`src/rtl/logic_pkg.sv`:
```
// Shared encodings for the logic_unit front-end: sequencer FSM states and the
// select-line codes that logic_unit decodes.
package logic_pkg;

    typedef enum logic [1:0] {
        IDLE     = 2'd0,
        WAIT_OP2 = 2'd1,
        EXEC     = 2'd2,
        RESP     = 2'd3
    } seq_state_t;

    localparam logic [1:0] SEL_AND = 2'b00;
    localparam logic [1:0] SEL_OR  = 2'b01;
    localparam logic [1:0] SEL_XOR = 2'b10;
    localparam logic [1:0] SEL_NOT = 2'b11;

endpackage

```
`src/rtl/logic_op_sequencer.sv`:
```
// Collects op1/op2 beats, presents {op1,op2} and the select to logic_unit,
// captures its output and returns it over a valid/ready result port.
module logic_op_sequencer
    import logic_pkg::*;
#(
    parameter int WIDTH = 16,
    parameter int CNT_W = 8
) (
    input  logic               clk,
    input  logic               rst_n,
    input  logic               clear,
    input  logic               in_valid,
    output logic               in_ready,
    input  logic [WIDTH-1:0]   in_data,
    input  logic [1:0]         in_sel,
    output logic [2*WIDTH-1:0] lu_in,
    output logic [1:0]         lu_lines,
    input  logic [2*WIDTH-1:0] lu_out,
    output logic               res_valid,
    input  logic               res_ready,
    output logic [2*WIDTH-1:0] res_data,
    output logic [1:0]         res_sel,
    output logic [CNT_W-1:0]   op_count
);

    seq_state_t           r_state;
    logic                 r_in_ready;
    logic                 r_res_valid;
    logic [2*WIDTH-1:0]   r_lu_in;
    logic [1:0]           r_lu_lines;
    logic [2*WIDTH-1:0]   r_res_data;
    logic [1:0]           r_res_sel;
    logic [CNT_W-1:0]     r_op_count;

    logic                 w_in_beat;
    logic                 w_res_take;

    // in_ready is a register, so a beat never depends on a combinational loop.
    assign w_in_beat  = in_valid & r_in_ready;
    assign w_res_take = r_res_valid & res_ready;

    always_ff @(posedge clk) begin
        if (!rst_n) begin
            r_state     <= IDLE;
            r_in_ready  <= 1'b1;
            r_res_valid <= 1'b0;
            r_lu_in     <= '0;
            r_lu_lines  <= '0;
            r_res_data  <= '0;
            r_res_sel   <= '0;
            r_op_count  <= '0;
        end else if (clear) begin
            // Abort: operand/select lines stay put so logic_unit sees no glitch.
            r_state     <= IDLE;
            r_in_ready  <= 1'b1;
            r_res_valid <= 1'b0;
        end else begin
            case (r_state)
                IDLE: begin
                    if (w_in_beat) begin
                        r_lu_in[2*WIDTH-1:WIDTH] <= in_data;
                        r_state                  <= WAIT_OP2;
                    end
                end
                WAIT_OP2: begin
                    if (w_in_beat) begin
                        r_lu_in[WIDTH-1:0] <= in_data;
                        r_lu_lines         <= in_sel;
                        r_in_ready         <= 1'b0;
                        r_state            <= EXEC;
                    end
                end
                EXEC: begin
                    r_res_data  <= lu_out;
                    r_res_sel   <= r_lu_lines;
                    r_res_valid <= 1'b1;
                    r_state     <= RESP;
                end
                RESP: begin
                    if (w_res_take) begin
                        r_op_count  <= r_op_count + {{(CNT_W-1){1'b0}}, 1'b1};
                        r_res_valid <= 1'b0;
                        r_in_ready  <= 1'b1;
                        r_state     <= IDLE;
                    end
                end
                default: begin
                    r_state     <= IDLE;
                    r_in_ready  <= 1'b1;
                    r_res_valid <= 1'b0;
                end
            endcase
        end
    end

    assign in_ready  = r_in_ready;
    assign res_valid = r_res_valid;
    assign lu_in     = r_lu_in;
    assign lu_lines  = r_lu_lines;
    assign res_data  = r_res_data;
    assign res_sel   = r_res_sel;
    assign op_count  = r_op_count;

endmodule

```
`config.mk`:
```
export PLATFORM = sky130hd
export DESIGN_NAME = logic_op_sequencer
export DESIGN_NICKNAME = d
export VERILOG_FILES = /design/src/rtl/logic_pkg.sv /design/src/rtl/logic_op_sequencer.sv
export SDC_FILE = /design/constraint.sdc
export NUM_CORES = 1
export LEC_CHECK = 0
export ABC_AREA = 1
export ABC_CLOCK_PERIOD_IN_PS = 1400
export BUFFER_PORTS_ARGS = -buffer_cell sky130_fd_sc_hd__buf_2
export CORE_MARGIN = 2
export CORE_UTILIZATION = 47
export DETAILED_ROUTE_END_ITERATION = 10
export PLACE_DENSITY = 0.82
export SYNTH_ARGS = -nofsm -noshare
export SYNTH_HDL_FRONTEND = slang
export SYNTH_SLANG_ARGS = --single-unit
```
`constraint.sdc`:
```
create_clock -name clk -period 1.4 [get_ports clk]
set_input_delay 0.21 -clock clk [delete_from_list [all_inputs] [get_ports clk]]
set_output_delay 0.21 -clock clk [all_outputs]
set_load 0.005 [all_outputs]
```
Yosys cells after proc, flatten, opt, wreduce, memory -nomap -nowiden
Cells that the tools add are included.
{ "word_totals": {"word_cells": 40, "reg_bits": 80, "in_bits": 55} }
{ "op_classes": {"n_addsub": 1, "n_reduce_logical": 11, "n_mux": 9, "n_eq_ne": 6, "bitwise_logic": 4} }
{ "op_table": {"columns": ["cell", "count"], "rows": [
  ["3-bit AND reduction", 5],
  ["8-bit by 1-bit adder with 8-bit output, second input constant", 1],
  ["2-bit case mux with 4 select lines", 1],
  ["2-bit two-way mux", 3],
  ["2-bit != test, second input constant", 3],
  ["2-bit == test, second input constant", 2],
  ["1-bit case mux with 2 select lines", 2],
  ["2-bit AND reduction", 2],
  ["2-bit nonzero test", 2],
  ["1-bit two-way mux", 3],
  ["1-bit AND", 2],
  ["2-bit by 1-bit == test with 1-bit output, second input constant", 1],
  ["2-bit zero test", 1],
  ["1-bit NOT", 2],
  ["2-bit OR reduction", 1]
]} }

Longest topological paths before layout
Gate-level depths: netlist of run 1.
{ "logic_depth": {"word_depth": 3, "ltp_mapped": 8} }

Worst setup path after synthesis of run 1
No wires, ideal clock.
{ "synth_path": {"path_kind": "flip-flop to flip-flop", "from": "reg r_state[0]", "to": "reg r_state[0]", "arrival_ps": 1161, "path_stages_with_launch": 7, "path_slack_ps": 122, "n_path_buf": 2, "path_cell_list": "dfxtp_1 inv_1 ha_1 buf_4 clkbuf_1 nor3_1 nor2_1"} }
{ "synth_between": {"elab_chain_len": 3} }
{ "synth_lines": {"columns": ["element", "line", "text"], "rows": [
  ["from (decl)", "logic_op_sequencer.sv:26", "seq_state_t r_state;"],
  ["from (signal assigned)", "logic_op_sequencer.sv:44", "r_state <= IDLE;"],
  ["from (signal assigned)", "logic_op_sequencer.sv:54", "r_state <= IDLE;"],
  ["from (signal assigned)", "logic_op_sequencer.sv:62", "r_state <= WAIT_OP2;"],
  ["2-bit == test, or another cell as far along", "logic_op_sequencer.sv:58", "case (r_state)"],
  ["2-bit != test (no line)", null, null],
  ["3-bit AND reduction (no line)", null, null]
]} }
Several ways; a longest one is shown, not always the timed one.
A chain may end at the register's enable or synchronous reset.

Worst setup path after layout of run 1
{ "layout_path": {"from": "reg r_state[1]", "to": "reg r_op_count[6], in the netlist op_count[6]"} }
{ "layout_between": {"elab_chain_len": 2} }
{ "layout_lines": {"columns": ["element", "line", "text"], "rows": [
  ["2-bit == test", "logic_op_sequencer.sv:58", null],
  ["3-bit AND reduction (no line)", null, null],
  ["to (signal assigned)", "logic_op_sequencer.sv:81", "r_op_count <= r_op_count + {{(CNT_W-1){1'b0}}, 1'b1};"],
  ["to (decl)", "logic_op_sequencer.sv:33", "logic [CNT_W-1:0] r_op_count;"]
]} }
No other way between the ends.

==> summary.md, run 1 <==
| Metric | Value |
|---|---|
| Status | finished, final reports clean |
| Worst Slack Setup Final | ~88 ps |
| Pleak | between 0.0015 and 0.002 uW |
| Initial Utilization | 0.4822 |
| Layout cells sized above 1 | 0.3225 |
| Proportion of netlist area held by the largest area contributor | 0.5261 |
| DRC Markers | 0 |
| Setup crit start kind | flop |
| Multi-input gate area | 1287 sq um |
| Die W | 84.48 um |
| DR top layer | met4 |
| CTS tree | yes |
| Critical R2R Capture | op_count[6]$_SDFFE_PN0P_ |
| CTS H-tree lvls | 3 |
| Final-report max-slew violation count | 0 |
| Worst Reg-to-Reg Cells | 7 |
| Layout Nets | 577 |
| Reg2Reg Setup Slack | just under 90 ps |
| Largest cells by area after synthesis | dfxtp_1, nor2_1, nand2_1 |
| VDD IR-drop max | 0.6501 mV |
| Slew @ Worst Pin | between 300 and 400 ps |
| Hold Path Class | input pin to flop |
| Met3 routed wirelength | 728 um |
| Period utilization | 0.9370 |
| Slew headroom | 0.7623 |
| Ant diodes | 0 |
| Core area | 6314 sq um |
| CTS root buf | clkbuf_8 |
| Area Overhead vs Synth | 31.65% |
| Worst r2r src | r_state[1]$_SDFFE_PP0P_ |
| Maxcap violations | 0 |
| Placed Instances | 582 |
| Fin util | 0.6348 |
| Syn_nets | 447 |
| Pre-CTS setup slack | 49.61 ps |
| Clock-pin slew on the worst setup and hold paths | 80 ps |
| Synthesized area | between 3000 and 4000 sq um |
| Worst Setup Path Type | flop to flop |
| Routability-driven placement congestion ratio | 0.8563 |
| Metal-1 WL | between 3000 and 4000 um |
| DR pass1 iterations | 4 |
| #FFs+latches synth | 80 |
| Met2 wire length | about 3500 um |
| Fill cells | 575 |
| Hold Crit Depth | 3 |
| Final setup viols | 0 |
| Yosys warns | 0 |
| Initial DRC count | 124 |
| Remaining antenna violation count | 0 |
| Final hold viol count | 0 |
| Gr ovfl total | 0 |
| Clock Skew | roughly 6.6 ps |
| Syn Area/Cell | 7.866 sq um |
| # clock sinks | 80 |
| Crit Path Max Fanout | 6 |
| Critical hold path startpoint | lu_out[30] |
| Crit path time final | 1312 ps |
| Die area | roughly 7100 sq um |
| Post-Route WL | approximately 7600 um |
| Ports | 133 |
| Overall Global Routing Usage | 0.2151 |
| Synth cell types | 21 |
| Hold buffer count at CTS | 0 |
| Routed vias/inst | 5.052 |
| Global-route wire length before repair | between 10000 and 15000 um |
| Max frequency | 762.3 MHz |
| Via count | 3021 |
| Routed WL per cell | 12.75 um |
| Clock Tree Buf Depth | 2 |
| Largest area contributor in the netlist | dfxtp_1 |
| Die height | 84.48 um |
| CP arrival | 1540 ps |
| Unrepaired setup endpoints after global routing | true |
| Number of port buffers | 132 |
| Finished Layout Cells | 598 |
| PwrDens | 1163 nW/um^2 |
| Clock Latency Late Sink | 340 ps |
| Largest net degree at the start of global routing | 44 |
| Initial antenna violation count | 0 |
| Crit path capture type | flop |
| Sequential Area | 1603 sq um |
| Worst hold path endpoint | res_data[30]$_SDFFE_PN0P_ |
| Syn Inst Count | 387 |
| FP Rows | 29 |
| Vias in the first global route | 2773 |
| Detailed placer's ending HPWL | 5479 um |
| Total CTS buffers | 9 |
| Seq/Total Area, Yosys | 0.5261 |
| CP required | around 1600 ps |
[logic make-up (layout without fill, tap and decap cells)]
kind of cell | Yosys count | in the layout | synth area share
and+or+nand+nor | 190 | 190 | 0.2655
AOI/OAI and AO/OA | 81 | 81 | 0.1344
DFF | 80 | 80 | 0.5261
buffers and inverters | 31 | 165 | 0.05343
adders and majority gates | 5 | 5 | 0.02055
[cells in the final DEF, fill, tap and decap left out, drive strengths merged]
master,instances
a21oi,40
a22o,1
buf,141
bufinv,2
clkbuf,9
clkinv,2
clkinvlp,2
dfxtp,80
ha,5
inv,9
nand2,58
nand3,38
nand4,2
nor2,91
nor3,1
o21ai,40
[worst max-delay path, cell delays in order, from the launching register on]
cell and delay [ps]:
dfxtp_1 360, ha_2 220, nand3_1 100, nor2_1 100, buf_4 140, nand2_1 60, o21ai_0 160, nor2_1 60
[worst max path at each step]
stage                             from                        to  depth (start not counted)
6_report       r_state[1]$_SDFFE_PP0P_  op_count[6]$_SDFFE_PN0P_                          7
5_1_grt        r_state[1]$_SDFFE_PP0P_  op_count[6]$_SDFFE_PN0P_                          7
4_1_cts        r_state[0]$_SDFFE_PP0P_    lu_in[29]$_SDFFE_PN0P_                          6
2_1_floorplan  r_state[0]$_SDFFE_PP0P_   r_state[0]$_SDFFE_PP0P_                          6
3_3_place_gp   r_state[1]$_SDFFE_PP0P_   r_state[0]$_SDFFE_PP0P_                          6
3_5_place_dp   r_state[0]$_SDFFE_PP0P_    lu_in[29]$_SDFFE_PN0P_                          6
[final cells by class]
type                       instances  area share
clock inverter                     6     0.02123
inverter                           9    0.008430
multi-input combinational        276      0.3213
tap                               77     0.02404
timing repair buffer             141      0.1942
sequential                        80      0.3999
clock buffer                       9     0.03091
[sequential cells by signal, indices dropped and copies added, names as in the netlist]
register	count
in_ready	1
r_state	2
lu_in	32
res_valid	1
res_sel	2
res_data	32
lu_lines	2
op_count	8
[what timing repair did]
action | CTS | global route
gates resized for setup | 0 | 5
buffers inserted | 0 | 1
setup endpoints to repair | 0 | 42
[per-layer routing]
| layer | GRT usage | vias up |
|---|---|---|
| li1 | - | 1531 |
| met2 | 0.3479 | 134 |
| met3 | 0.05998 | 5 |
| met5 | 0 | - |
| met4 | 0.08225 | 0 |
| met1 | 0.2742 | 1351 |
[synth_stat cells, drive strengths merged]
cell type  count
dfxtp         80
clkbuf         6
nand4          2
ha             5
inv            9
o21ai         40
nor3           1
a21oi         40
nor2          91
nand3         38
nand2         58
buf           16
a22o           1
[report_power, final]
group / switching [uW] / internal [uW] / total [uW] / leakage [uW]
combinational: 277 / 218 / 495 / 0.00108
clock: 791 / 987 / 1780 / 0.000101
sequential: 39.0 / 2350 / 2390 / 0.000648
total: 1110 / 3560 / 4660 / 0.00183
[through the flow]
step                cell area, sq um  power (uW)  hold slack [ps]  TNS [ps]
finish                          4008        4662            108.3         0
global route                    4008        4866            111.8    -36.08
CTS                             3991        4710            92.43         0
detailed placement              3782        2932            450.2         0
global placement                3782        2920            445.7         0
floorplan                       3044        2705            348.4         0
(Power assumes the default switching activity.)
==> inputs of run 2 (changes only) <==
--- a/config.mk
+++ b/config.mk
@@ -11,6 +11,7 @@
 export CORE_MARGIN = 2
 export CORE_UTILIZATION = 47
 export DETAILED_ROUTE_END_ITERATION = 10
+export GPL_TIMING_DRIVEN = 0
 export PLACE_DENSITY = 0.82
 export SYNTH_ARGS = -nofsm -noshare
 export SYNTH_HDL_FRONTEND = slang
==> run 2 against run 1 <==
  * Sequential cell count stayed put
  * Largest power group unchanged
  * Largest cell class unchanged
  * Fmax is 6.0% lower
  * Register-to-register slack worse by 80 ps
  * Final cell count is 2.8% higher
==> summary.md, run 2 (same netlist as run 1, synthesis figures left out) <==
| Metric | Value |
|---|---|
| Status | finished, final reports clean |
| Final instance area | 4096 sq um (+2.2%) |
| Number of port buffers | 132 (unchanged) |
| Initial antenna violation count | 0 (unchanged) |
| Ports | 133 (unchanged) |
| Max frequency | 716.6 MHz (-6.0%) |
| Worst Setup Path Type | flop to flop |
| Die area | 7137 sq um (unchanged) |
| Global-route wire length before repair | 12990 um (+3.4%) |
| CTS root buf | clkbuf_8 |
| FP Rows | 29 (unchanged) |
| Die height | 84.48 um (unchanged) |
| Core area | 6314 sq um (unchanged) |
| CTS tree | yes |
| Min Hold Slack | 104.5 ps (-3.804 ps) |
| Clock Skew | 11.12 ps (+4.507 ps) |
| Hold buffer count at CTS | 0 (unchanged) |
| Area Overhead vs Synth | 34.57% |
| Most used routing layer | met2 |
| Layout Nets | 593 (+2.8%) |
| Crit path capture type | flop |
| Multi-input gate area | 1297 sq um (+0.78%) |
| Remaining antenna violation count | 0 (unchanged) |
| Slew headroom | 0.6820 (-0.08033) |
| Clock Tree Buf Depth | 2 (unchanged) |
| Dpl cell area | 3801 sq um (+0.50%) |
| Die W | 84.48 um (unchanged) |
| Tot Pwr | 4860 uW (+4.3%) |
| Fill cells | 556 (-3.3%) |
| Maxcap violations | 0 (unchanged) |
| Gr ovfl total | 0 (unchanged) |
| Hold Crit Depth | 3 (unchanged) |
| Period utilization | 0.9968 (+0.05971) |
| Final hold viol count | 0 (unchanged) |
| Layout cells sized above 1 | 0.3346 (+0.01212) |
| PwrDens | 1186 nW/um^2 (+2.0%) |
| Worst Reg-to-Reg Cells | 6 (-1) |
| # clock sinks | 80 (unchanged) |
| Final-report max-slew violation count | 0 (unchanged) |
| Largest net degree at the start of global routing | 14 (-68%) |
| Finished Layout Cells | 615 (+2.8%) |
| Routed WL per cell | 12.83 um (+0.64%) |
| Routability-driven placement congestion ratio | 0.8051 (-6.0%) |
| Pleak | 0.001877 uW (+2.8%) |
| Routed vias/inst | 5.047 (about the same) |
| Sequential Area | 1603 sq um (unchanged) |
| Crit path time final | 1395 ps (+83.59 ps) |
| Initial DRC count | 97 (-22%) |
| Post-Route WL | 7891 um (+3.5%) |
| Setup TNS | 0 ps (unchanged) |
| DRC Markers | 0 (unchanged) |
| DR pass1 iterations | 4 (unchanged) |
| CP required | 1670 ps (+40 ps) |
| Commonest cells after routing, fill and taps aside | buf_2, nor2_1, dfxtp_1 |
| Clock-pin slew on the worst setup and hold paths | 80 ps (about the same) |
| Final setup viols | 0 (unchanged) |
| Unrepaired setup endpoints after global routing | true |
| Detailed placer's ending HPWL | 5905 um (+7.8%) |
| Hold Path Class | input pin to flop |
| Slew @ Worst Pin | 477.0 ps (+120.5 ps) |
| Met1 Track Usage GR | 0.2682 (-0.005961) |
| Clock Latency Late Sink | 350 ps (about the same) |
| Via count | 3104 (+2.7%) |
| Ant diodes | 0 (unchanged) |
| Overall Global Routing Usage | 0.2256 (+0.01042) |
| Vias in the first global route | 2893 (+4.3%) |
| Crit Path Max Fanout | 10 (+4) |
| Initial Utilization | 0.4822 (unchanged) |
| GR met2 Demand/Resource | 0.3751 (+0.02720) |
| GR Util met3 | 0.08260 (+0.02262) |
| Most common cell after layout, fill and taps aside | buf_2 |
| Setup crit start kind | flop |
| CP arrival | 1660 ps (+120 ps) |
| VDD IR-drop max | 0.7563 mV (+16%) |
| Placed Instances | 596 (+2.4%) |
| Total CTS buffers | 9 (unchanged) |
| CTS H-tree lvls | 3 (unchanged) |
run 2: worst paths after layout:
| kind | slack [ps] | to | from |
|---|---|---|---|
| min | 100 | res_data[1]$_SDFFE_PN0P_ | lu_out[1] |
| max | 5 | lu_in[9]$_SDFFE_PN0P_ | r_state[1]$_SDFFE_PP0P_ |
| min reg2reg | 460 | lu_in[13]$_SDFFE_PN0P_ | lu_in[13]$_SDFFE_PN0P_ |
| max reg2reg | 5 | lu_in[9]$_SDFFE_PN0P_ | r_state[1]$_SDFFE_PP0P_ |
run 2: repair_timing:
action / in CTS / in global routing
buffers inserted: 0 / 4
endpoints found under the setup margin: 22 / 57
pin swaps: 1 / 2
gates resized for setup: 7 / 18
run 2: worst max-delay path, stage by stage, from the launching register on:
cell and delay (ps):
dfxtp_1 330, inv_1 100, ha_1 240, buf_4 200, buf_4 180, nand3_1 90
a21oi_1 170
run 2: area by class of cell:
cell class	instances	area share
plain buffers	21	0.03238
clock buffers	12	0.04032
clock inverters	4	0.01833
inverters	9	0.008858
multi-input cells	276	0.3167
flip-flops and latches	80	0.3913
well taps	77	0.02352
repair buffers	136	0.1686
run 2: metal layers:
layer	vias up	wire length, um
met5	-	0
met4	0	72
met3	6	782
met2	130	3666
met1	1403	3371
li1	1565	-
run 2: metrics by stage:
step,util,setup slack (ps)
2_1_floorplan,-,121.8
3_3_place_gp,0.6021,-87.44
3_5_place_dp,0.6021,-116.8
4_1_cts,0.6425,0.2262
5_1_grt,0.6488,-85.50
6_report,0.6488,4.539
run 2: where the power goes:
part           internal (uW)  switching, uW  total (uW)  leakage [uW]
clock                   1150            817        1970      0.000115
sequential              2350           38.3        2390      0.000648
combinational            217            287         504       0.00111
==> inputs of run 3 (changes only) <==
--- a/config.mk
+++ b/config.mk
@@ -8,7 +8,7 @@
 export ABC_AREA = 1
 export ABC_CLOCK_PERIOD_IN_PS = 1400
 export BUFFER_PORTS_ARGS = -buffer_cell sky130_fd_sc_hd__buf_2
-export CORE_MARGIN = 2
+export CAP_MARGIN = 20
 export CORE_UTILIZATION = 47
 export DETAILED_ROUTE_END_ITERATION = 10
 export GPL_TIMING_DRIVEN = 0
==> run 3 against run 2 <==
  * Critical path type unchanged
  * Power fell by 9.7%
  * First-iteration DRC count rose by 23%
  * Combinational power rose by 1%
  * Final area fell by 1.2%
  * Worst setup slack improved by 38 ps
  * Via count fell by 0.93%
  * Clock power fell by 24%
  * Sequential power barely moved
  * Routed wire length fell by 1.7%
  * Global-route usage rose by 0.34 points
  * Clock skew fell by 1.5 ps
==> summary.md, run 3 (same netlist as run 1, synthesis figures left out) <==
| Metric | Value |
|---|---|
| CP required | 1630 ps (-40 ps) |
| CTS H-tree lvls | 3 (unchanged) |
| Detailed placer's ending HPWL | 5709 um (-3.3%) |
| Worst path cell trace | ha_2 -> nand3_1 -> nor2_4 -> nand2_1 -> o21ai_0 -> nor2_1 |
| Die area | 6803 sq um (-4.7%) |
| Largest incremental delay on the critical path | 380 ps (+50 ps) |
| CTS root buf | clkbuf_8 |
| Initial DRC count | 119 (+23%) |
| Hold buffer count at CTS | 0 (unchanged) |
| Overall Global Routing Usage | 0.2289 (+0.003378) |
| # clock sinks | 80 (unchanged) |
| Total CTS buffers | 9 (unchanged) |
| Final instance area | 4049 sq um (-1.2%) |
| Max frequency | 736.6 MHz (+2.8%) |
| GR met2 Demand/Resource | 0.4000 (+0.02491) |
| Slew @ Worst Pin | 483.9 ps (+6.898 ps) |
| CP arrival | 1590 ps (-70 ps) |
| Status | finished, final reports clean |
| Routability-driven placement congestion ratio | 0.8229 (+2.2%) |
| Layout Nets | 592 (-0.17%) |
| Gr ovfl total | 0 (unchanged) |
| Global-route wire length before repair | 11720 um (-9.7%) |
| FP Rows | 28 (-3.4%) |
| Via count | 3075 (-0.93%) |
| Worst Reg-to-Reg Cells | 6 (unchanged) |
| Die W | 82.48 um (-2.4%) |
| Ports | 133 (unchanged) |
| Routed WL per cell | 12.67 um (-1.3%) |
| Largest net degree at the start of global routing | 14 (unchanged) |
| Slowest cell on crit path | dfxtp_2 |
| Worst Setup Path Type | flop to flop |
| Clock Latency Late Sink | 340 ps (about the same) |
| Worst hold path endpoint | res_data[6]$_SDFFE_PN0P_ |
| CP delay by family, top | simple AND/OR/NAND/NOR gates |
| Area Overhead vs Synth | 33.00% |
| GR Util met3 | 0.09231 (+0.009712) |
| Remaining antenna violation count | 0 (unchanged) |
| Setup crit start kind | flop |
| Commonest cells after routing, fill and taps aside | buf_2, nor2_1, dfxtp_1 |
| Most common cell after layout, fill and taps aside | buf_2 |
| Reg2Reg Setup Slack | 40 ps (+40 ps) |
| Final hold viol count | 0 (unchanged) |
| Routed vias/inst | 5.025 (-0.45%) |
| Clock Skew | 9.649 ps (-1.466 ps) |
| DR pass1 iterations | 5 (+1) |
| DRC Markers | 0 (unchanged) |
| Die height | 82.48 um (-2.4%) |
| Clock Tree Buf Depth | 2 (unchanged) |
| Period utilization | 0.9697 (-0.02710) |
| Setup TNS | 0 ps (unchanged) |
| Ant diodes | 0 (unchanged) |
| Pre-CTS setup slack | -132.3 ps (-15.44 ps) |
| Core area | 6096 sq um (-3.4%) |
| Slew headroom | 0.6774 (-0.004599) |
| Unrepaired setup endpoints after global routing | true |
| Layout cells sized above 1 | 0.3426 (+0.008072) |
| Critical R2R Capture | op_count[6]$_SDFFE_PN0P_ |
| Dpl cell area | 3799 sq um (about the same) |
| Final setup viols | 0 (unchanged) |
| Crit path capture type | flop |
| Maxcap violations | 0 (unchanged) |
| Hold Path Class | input pin to flop |
| CTS tree | yes |
| Most used routing layer | met2 |
| Critical hold path startpoint | lu_out[6] |
| Number of port buffers | 132 (unchanged) |
| VDD IR-drop max | 0.6371 mV (-16%) |
| Met1 Track Usage GR | 0.2469 (-0.02131) |
| Worst r2r src | r_state[0]$_SDFFE_PP0P_ |
| Clock-pin slew on the worst setup and hold paths | 80 ps (about the same) |
| Crit Path Max Fanout | 5 (-5) |
| CP bufs+invs | 0 (-3) |
| PwrDens | 1084 nW/um^2 (-8.6%) |
| Vias in the first global route | 2687 (-7.1%) |
| Pleak | 0.001849 uW (-1.5%) |
| Final-report max-slew violation count | 0 (unchanged) |
| Hold Crit Depth | 3 (unchanged) |
| Initial Utilization | 0.4994 (+0.01722) |
| Initial antenna violation count | 0 (unchanged) |
| Worst Slack Setup Final | 42.48 ps (+37.94 ps) |
| Crit path time final | 1358 ps (-37.94 ps) |
| Post-Route WL | 7754 um (-1.7%) |
==> run 3: cell types whose count changed in the layout (fill, tap and decap cells not counted), sizes merged <==
| cell | before | now |
|---|---|---|
| bufinv | 2 | 0 |
| clkbuf | 18 | 16 |
| clkinv | 0 | 4 |
| buf | 151 | 150 |
==> run 3: worst max-delay path by stage <==
stage                                        from                  endpoint  cells after the start  slack (ps)
after floorplan           r_state[0]$_SDFFE_PP0P_   r_state[0]$_SDFFE_PP0P_                      6         120
after global placement    r_state[0]$_SDFFE_PP0P_  op_count[6]$_SDFFE_PN0P_                      6         -90
after detailed placement  r_state[0]$_SDFFE_PP0P_  op_count[6]$_SDFFE_PN0P_                      6        -130
after CTS                 r_state[0]$_SDFFE_PP0P_  res_data[3]$_SDFFE_PN0P_                      7           4
after global routing      r_state[0]$_SDFFE_PP0P_  op_count[6]$_SDFFE_PN0P_                      6         -60
final                     r_state[0]$_SDFFE_PP0P_  op_count[6]$_SDFFE_PN0P_                      6          40
==> run 3: power breakdown <==
part           total (uW)  internal, uW  switching (uW)
Sequential           2390          2350            40.5
Combinational         509           224             285
Clock                1490           679             810
Total                4390          3250            1140
==> run 3: worst min-delay path, cell delays in order <==
cell     delay (ps)
buf_2            80
o21ai_1          60
nor2_1           70
==> run 3: cell type report <==
class	count	area [sq um]
plain buffers	21	142.6
clock buffers	10	137.6
clock inverters	6	35.03
fillers	527	2047
inverters	9	36.28
multi-input cells	276	1316
flip-flops and latches	80	1604
well taps	75	93.84
repair buffers	135	683.2
==> run 3: per-stage QoR <==
step	hold slack [ps]	total power (uW)	std cells	util
5_1_grt	103.9	4602	612	0.6642
3_5_place_dp	450.9	2928	594	0.6232
4_1_cts	101.6	4404	610	0.6529
6_report	105.9	4389	612	0.6642
2_1_floorplan	348.4	2705	387	-
3_3_place_gp	443.9	2911	594	0.6232
==> run 3: per-layer routing <==
metal	share of wire	up-vias
li1	-	1566
met1	0.41	1383
met2	0.48	117
met3	0.099	9
met4	0.012	0
met5	0	-
==> run 3: what timing repair did <==
item / CTS / global route
buffers inserted: 0 / 3
pin swaps: 1 / 2
gates cloned: 0 / 0
resized for setup: 5 / 28
endpoints found under the setup margin: 20 / 53
